### src/rtl/mul_dispatch_pkg.sv
// Shared ALU definitions for the multiplier dispatch stage.
// State encoding, operand widths and result flag helpers.
package mul_dispatch_pkg;

  localparam int MUL_W  = 8;
  localparam int PROD_W = 16;

  typedef enum logic [1:0] {
    IDLE,
    ISSUE,
    WAIT,
    RESULT
  } mul_disp_state_t;

  // True when the product cannot be represented as signed 8-bit.
  function automatic logic ovf8(input logic [PROD_W-1:0] p);
    return !((&p[PROD_W-1:MUL_W-1]) || !(|p[PROD_W-1:MUL_W-1]));
  endfunction

endpackage

### src/rtl/mul_operand_fifo.sv
// Small operand-pair FIFO feeding the multiplier dispatch FSM.
// Read data is the current head; pop advances it.
module mul_operand_fifo
  import mul_dispatch_pkg::*;
#(
  parameter int DEPTH = 2,
  parameter int W     = 2 * MUL_W
) (
  input  logic         clk,
  input  logic         rst_n,
  input  logic         push,
  input  logic [W-1:0] wdata,
  input  logic         pop,
  output logic [W-1:0] rdata,
  output logic         full,
  output logic         empty
);

  localparam int AW = (DEPTH > 1) ? $clog2(DEPTH) : 1;
  localparam int CW = $clog2(DEPTH + 1);

  logic [W-1:0]  mem_q [DEPTH];
  logic [W-1:0]  mem_d [DEPTH];
  logic [AW-1:0] wr_ptr_q, wr_ptr_d;
  logic [AW-1:0] rd_ptr_q, rd_ptr_d;
  logic [CW-1:0] count_q, count_d;
  logic          push_ok;
  logic          pop_ok;

  assign full  = (count_q == CW'(DEPTH));
  assign empty = (count_q == '0);
  assign rdata = mem_q[rd_ptr_q];

  assign push_ok = push & ~full;
  assign pop_ok  = pop & ~empty;

  always_comb begin
    mem_d    = mem_q;
    wr_ptr_d = wr_ptr_q;
    rd_ptr_d = rd_ptr_q;
    count_d  = count_q;
    if (push_ok) begin
      mem_d[wr_ptr_q] = wdata;
      wr_ptr_d        = wr_ptr_q + 1'b1;
    end
    if (pop_ok) begin
      rd_ptr_d = rd_ptr_q + 1'b1;
    end
    unique case ({push_ok, pop_ok})
      2'b10:   count_d = count_q + 1'b1;
      2'b01:   count_d = count_q - 1'b1;
      default: count_d = count_q;
    endcase
  end

  always_ff @(posedge clk or negedge rst_n) begin
    if (!rst_n) begin
      for (int i = 0; i < DEPTH; i++) begin
        mem_q[i] <= '0;
      end
      wr_ptr_q <= '0;
      rd_ptr_q <= '0;
      count_q  <= '0;
    end else begin
      mem_q    <= mem_d;
      wr_ptr_q <= wr_ptr_d;
      rd_ptr_q <= rd_ptr_d;
      count_q  <= count_d;
    end
  end

endmodule

### src/rtl/mul_dispatch.sv
// Issue stage for the sequential Booth multiplier: queue, start/done
// handshake with timeout, and a flagged result on valid/ready.
module mul_dispatch
  import mul_dispatch_pkg::*;
#(
  parameter int DEPTH   = 2,
  parameter int TIMEOUT = 32
) (
  input  logic              clk,
  input  logic              rst_n,
  input  logic              in_valid,
  output logic              in_ready,
  input  logic [MUL_W-1:0]  in_a,
  input  logic [MUL_W-1:0]  in_b,
  output logic              mul_start,
  output logic [MUL_W-1:0]  mul_multiplicand,
  output logic [MUL_W-1:0]  mul_multiplier,
  input  logic [PROD_W-1:0] mul_product,
  input  logic              mul_done,
  output logic              out_valid,
  input  logic              out_ready,
  output logic [PROD_W-1:0] out_product,
  output logic              out_zero,
  output logic              out_neg,
  output logic              out_ovf8,
  output logic              out_err
);

  localparam int CW = $clog2(TIMEOUT + 1);

  mul_disp_state_t state_q, state_d;

  logic [MUL_W-1:0]  opa_q, opa_d;
  logic [MUL_W-1:0]  opb_q, opb_d;
  logic [CW-1:0]     cnt_q, cnt_d;
  logic              done_q, done_d;
  logic [PROD_W-1:0] prod_q, prod_d;
  logic              zero_q, zero_d;
  logic              neg_q, neg_d;
  logic              ovf_q, ovf_d;
  logic              err_q, err_d;

  logic                 fifo_push;
  logic                 fifo_pop;
  logic                 fifo_full;
  logic                 fifo_empty;
  logic [2*MUL_W-1:0]   fifo_rdata;
  logic                 done_edge;

  assign in_ready  = ~fifo_full;
  assign fifo_push = in_valid & in_ready;
  assign fifo_pop  = (state_q == IDLE) & ~fifo_empty;

  mul_operand_fifo #(
    .DEPTH (DEPTH),
    .W     (2 * MUL_W)
  ) u_fifo (
    .clk   (clk),
    .rst_n (rst_n),
    .push  (fifo_push),
    .wdata ({in_a, in_b}),
    .pop   (fifo_pop),
    .rdata (fifo_rdata),
    .full  (fifo_full),
    .empty (fifo_empty)
  );

  // A done level left over from the previous op must not complete this one.
  assign done_edge = mul_done & ~done_q;

  always_comb begin
    state_d = state_q;
    opa_d   = opa_q;
    opb_d   = opb_q;
    cnt_d   = cnt_q;
    done_d  = mul_done;
    prod_d  = prod_q;
    zero_d  = zero_q;
    neg_d   = neg_q;
    ovf_d   = ovf_q;
    err_d   = err_q;
    unique case (state_q)
      IDLE: begin
        if (!fifo_empty) begin
          {opa_d, opb_d} = fifo_rdata;
          state_d        = ISSUE;
        end
      end
      ISSUE: begin
        cnt_d   = '0;
        state_d = WAIT;
      end
      WAIT: begin
        if (done_edge) begin
          prod_d  = mul_product;
          zero_d  = (mul_product == '0);
          neg_d   = mul_product[PROD_W-1];
          ovf_d   = ovf8(mul_product);
          err_d   = 1'b0;
          state_d = RESULT;
        end else if (cnt_q == CW'(TIMEOUT - 1)) begin
          prod_d  = '0;
          zero_d  = 1'b1;
          neg_d   = 1'b0;
          ovf_d   = 1'b0;
          err_d   = 1'b1;
          state_d = RESULT;
        end else begin
          cnt_d = cnt_q + 1'b1;
        end
      end
      RESULT: begin
        if (out_ready) begin
          state_d = IDLE;
        end
      end
      default: state_d = IDLE;
    endcase
  end

  always_ff @(posedge clk or negedge rst_n) begin
    if (!rst_n) begin
      state_q <= IDLE;
      opa_q   <= '0;
      opb_q   <= '0;
      cnt_q   <= '0;
      done_q  <= 1'b0;
      prod_q  <= '0;
      zero_q  <= 1'b0;
      neg_q   <= 1'b0;
      ovf_q   <= 1'b0;
      err_q   <= 1'b0;
    end else begin
      state_q <= state_d;
      opa_q   <= opa_d;
      opb_q   <= opb_d;
      cnt_q   <= cnt_d;
      done_q  <= done_d;
      prod_q  <= prod_d;
      zero_q  <= zero_d;
      neg_q   <= neg_d;
      ovf_q   <= ovf_d;
      err_q   <= err_d;
    end
  end

  assign mul_start        = (state_q == ISSUE);
  assign mul_multiplicand = opa_q;
  assign mul_multiplier   = opb_q;
  assign out_valid        = (state_q == RESULT);
  assign out_product      = prod_q;
  assign out_zero         = zero_q;
  assign out_neg          = neg_q;
  assign out_ovf8         = ovf_q;
  assign out_err          = err_q;

endmodule

### config.mk
export PLATFORM = sky130hd
export DESIGN_NAME = mul_dispatch
export DESIGN_NICKNAME = d
export VERILOG_FILES = /design/src/rtl/mul_dispatch_pkg.sv /design/src/rtl/mul_operand_fifo.sv /design/src/rtl/mul_dispatch.sv
export SDC_FILE = /design/constraint.sdc
export NUM_CORES = 1
export LEC_CHECK = 0
export CORE_ASPECT_RATIO = 1.2
export CORE_MARGIN = 2
export CORE_UTILIZATION = 50
export CTS_CLUSTER_DIAMETER = 60
export DETAILED_ROUTE_END_ITERATION = 8
export PLACE_DENSITY_LB_ADDON = 0.15
export SETUP_SLACK_MARGIN = 0.2
export SKIP_CTS_REPAIR_TIMING = 1
export SLEW_MARGIN = 20
export SYNTH_ARGS = -nofsm -noshare
export SYNTH_HDL_FRONTEND = slang
export SYNTH_HIERARCHICAL = 1
export SYNTH_SLANG_ARGS = --single-unit
### constraint.sdc
create_clock -name clk -period 2.6 [get_ports clk]
set_input_delay 0.52 -clock clk [delete_from_list [all_inputs] [get_ports clk]]
set_output_delay 0.52 -clock clk [all_outputs]
set_load 0.03 [all_outputs]
==> results.yml <==
status:
  outcome: "finished, final reports clean"
synthesis:
  ys_seq_elements: 80
  yosysTopAreaCellShare_pct: 56.9
  ys_seq_area_share_pct: 56.9
  synth_mux_area_share_pct: 20.8
  netlist_top_cells_count: "80 x dfrtp_1, 64 x mux2_2, 17 x a22o_1, 7 x ha_1, 7 x nor2_1"
  async_flop_share_pct: 100
  synthFlopType: "dfrtp_1"
  synth-compound-area-share_pct: 8.18
  synthSimpleGateAreaFrac_pct: 7.01
  synth_area_um2: 3520
  synth-edff-count: 0
  syn-num-nets: 297
  synthXorXnorAreaFrac_pct: 1.25
  synth_cell_types: 44
  yosys.area_share.adder_pct: 2.49
  synth_top_cell_by_area: "dfrtp_1"
  yosys_warnings: 6
  netlist_instances: 253
  synth_top_family_by_area: "multiplexers"
  synth.area.top_cells: "dfrtp_1 57%, mux2_2 20%, a22o_1 4.2%, ha_1 2.5%, nor2_1 0.75%"
  synth.most_common_cell: "dfrtp_1"
  synth.avg_cell_area_um2: 13.9
grt:
  grt.total_usage_pct: 19.0
  grt_overflow: 0
  first_global_vias: 2274
  grt_antenna_before_repair: 0
  grt_pass1_wl_mm: 11.1
  grt_max_degree: 45
drt:
  wl_met2_mm: 3.18
  drt_iter0_markers: 105
  wire_per_inst_um: 15.7
  wl_met1_mm: 2.97
  dr.max_layer_used: "met4"
  routed_wl_mm: 6.62
  num_vias: 2264
  ant_nets: 0
  met3_length_um: 321
  drc: 0
  via_per_inst: 5.36
  drtPass1Iterations: 4
die:
  core_area_um2: 6810
  dieArea_um2: 7720
  initial_utilization_pct: 51.6
  die_w_um: 80.6
  io_pins: 76
  die_h_um: 95.9
  row_count: 33
clock_tree:
  cts_root_buffer: "clkbuf_8"
  cts_buffer_depth: 2
  clkSinkCount: 80
  tritoncts: "built"
  numCtsBuffers: 9
  clk_pin_slew_ps: 80
  clk_latency_ps: 340
  htreeDepth: 3
pwr:
  p_leak_nw: 1.96
  ir_worst_vdd_mv: 0.712
  p_per_area_nw_per_um2: 1360
  comb_power_share_pct: 46.0
  p_switching_mw: 2.19
  p_seq_share_pct: 35.9
  p_sw_share_pct: 35.3
  p_int_mw: 4.02
  pwr-share-clk_pct: 18.1
sta:
  min_period_over_period_pct: 84.5
  slew_viol_final: 0
  rsz0062_at_grt: "false"
  hold_viol_final: 0
  final.setup.tns_ps: 0
  timing.fmax_mhz: 455
  finClkSkew_ps: 7.53
  setup_viol: 0
  period_needed_ps: 2200
  worst_pin_slew_ps: 782
  maxSlewHeadroom_pct: 47.9
critical_path:
  start_kind: "flop"
  worst_setup_path_startpoint: "u_fifo/count_q[0]"
  reg2reg_depth: 6
  crit_required_ps: 2080
  worstSetupEndpointType: "primary output"
  reg2reg_from: "state_q[0]"
  crit_type: "flop to primary output"
  cp_max_fo: 4
  worstPathArrival_ps: 1680
placement:
  dp_hpwl_mm: 4.50
  port_buffers: 75
  place.gp.congestion: 0.811
final_layout:
  multi_input_area_um2: 1400
  layout.area.seq_um2: 2000
  fillers: 525
  diodes: 0
  area_growth_pct: 30.2
  postLayoutCoreUtil_pct: 67.2
  drive_above_1_share_pct: 27.5
  nets: 374
flow_run:
  drv_cap: 0
hold_path:
  hold_class: "input port to asynchronous set/reset pin"
through the flow:
step                total power, mW  cell area, µm²  hold slack (ps)  setup WS [ps]  std cells
global placement               5.07            4330              470            462        406
CTS                            6.30            4580              143            373        422
finish                         6.21            4580              144            403        422
floorplan                      4.19            3520              224            635        253
global route                   6.61            4580              168            282        422
detailed placement             5.14            4330              482            421        406
power groups by stage:
stage | sequential (mW) | clock (mW) | combinational (mW)
2_1_floorplan | 2.66 | 0 | 1.53
3_3_place_gp | 2.23 | 0 | 2.84
3_5_place_dp | 2.24 | 0 | 2.89
4_1_cts | 2.24 | 1.16 | 2.90
5_1_grt | 2.31 | 1.21 | 3.09
6_report | 2.23 | 1.13 | 2.86
layer usage:
layer / up-vias / GRT usage [%]
met5: - / 0
met2: 56 / 29.1
li1: 1074 / -
met1: 1123 / 25.5
met3: 11 / 4.03
met4: 0 / 9.89
registers in the layout (all words and copies together), names as in the netlist:
name / count
mul_multiplier: 8
mul_multiplicand: 8
u_fifo/wr_ptr_q: 1
out_err: 1
done_q: 1
u_fifo/rd_ptr_q: 1
cnt_q: 6
out_zero: 1
state_q: 2
out_ovf8: 1
u_fifo/count_q: 2
u_fifo/mem_q: 32
out_product: 16
final timing paths:
check / endpoint / slack (ps)
max in group asynchronous: out_ovf8 / 1860
worst min register to register: cnt_q[4] / 500
worst max register to register: cnt_q[4] / 700
worst max-delay path: in_ready / 400
worst min-delay path: mul_multiplicand[7] / 140
min in group clk: cnt_q[4] / 500
cell families after synthesis:
logic type | after synthesis
flops | 80
mux | 65
simple gates | 41
compound gates | 35
buf+inv | 20
fa+ha+maj | 7
xor+xnor | 5
critical path: stages, from the launching register on:
cell,delay [ps]
dfrtp_1,420
nand2b_4,170
inv_2,60
inv_1,50
clkdlybuf4s50_1,650
cell type report:
type	count	share of cell area, %
clock buffers	12	3.39
clock inverters	4	2.16
inverters	7	0.574
multi-input cells	153	30.5
flip-flops and latches	80	43.7
well taps	87	2.38
repair buffers	79	17.3
placed cells by master, fill, tap and decap left out, types with 2 or more instances in the layout:
master            n
a21oi_1           4
a22o_1           17
a31oi_1           3
buf_4             4
bufinv_16         3
clkbuf_8         11
clkdlybuf4s50_1  74
dfrtp_1          80
ha_1              7
inv_1             6
mux2_2           64
nand2_1           6
nand3_1           5
nand3b_1          2
nand4_1           2
nor2_1            7
nor2b_1           3
nor3_1            3
nor4_1            2
o21ai_0           2
xnor2_1           3
xor2_1            2
Power figures use the tool's default switching activity.
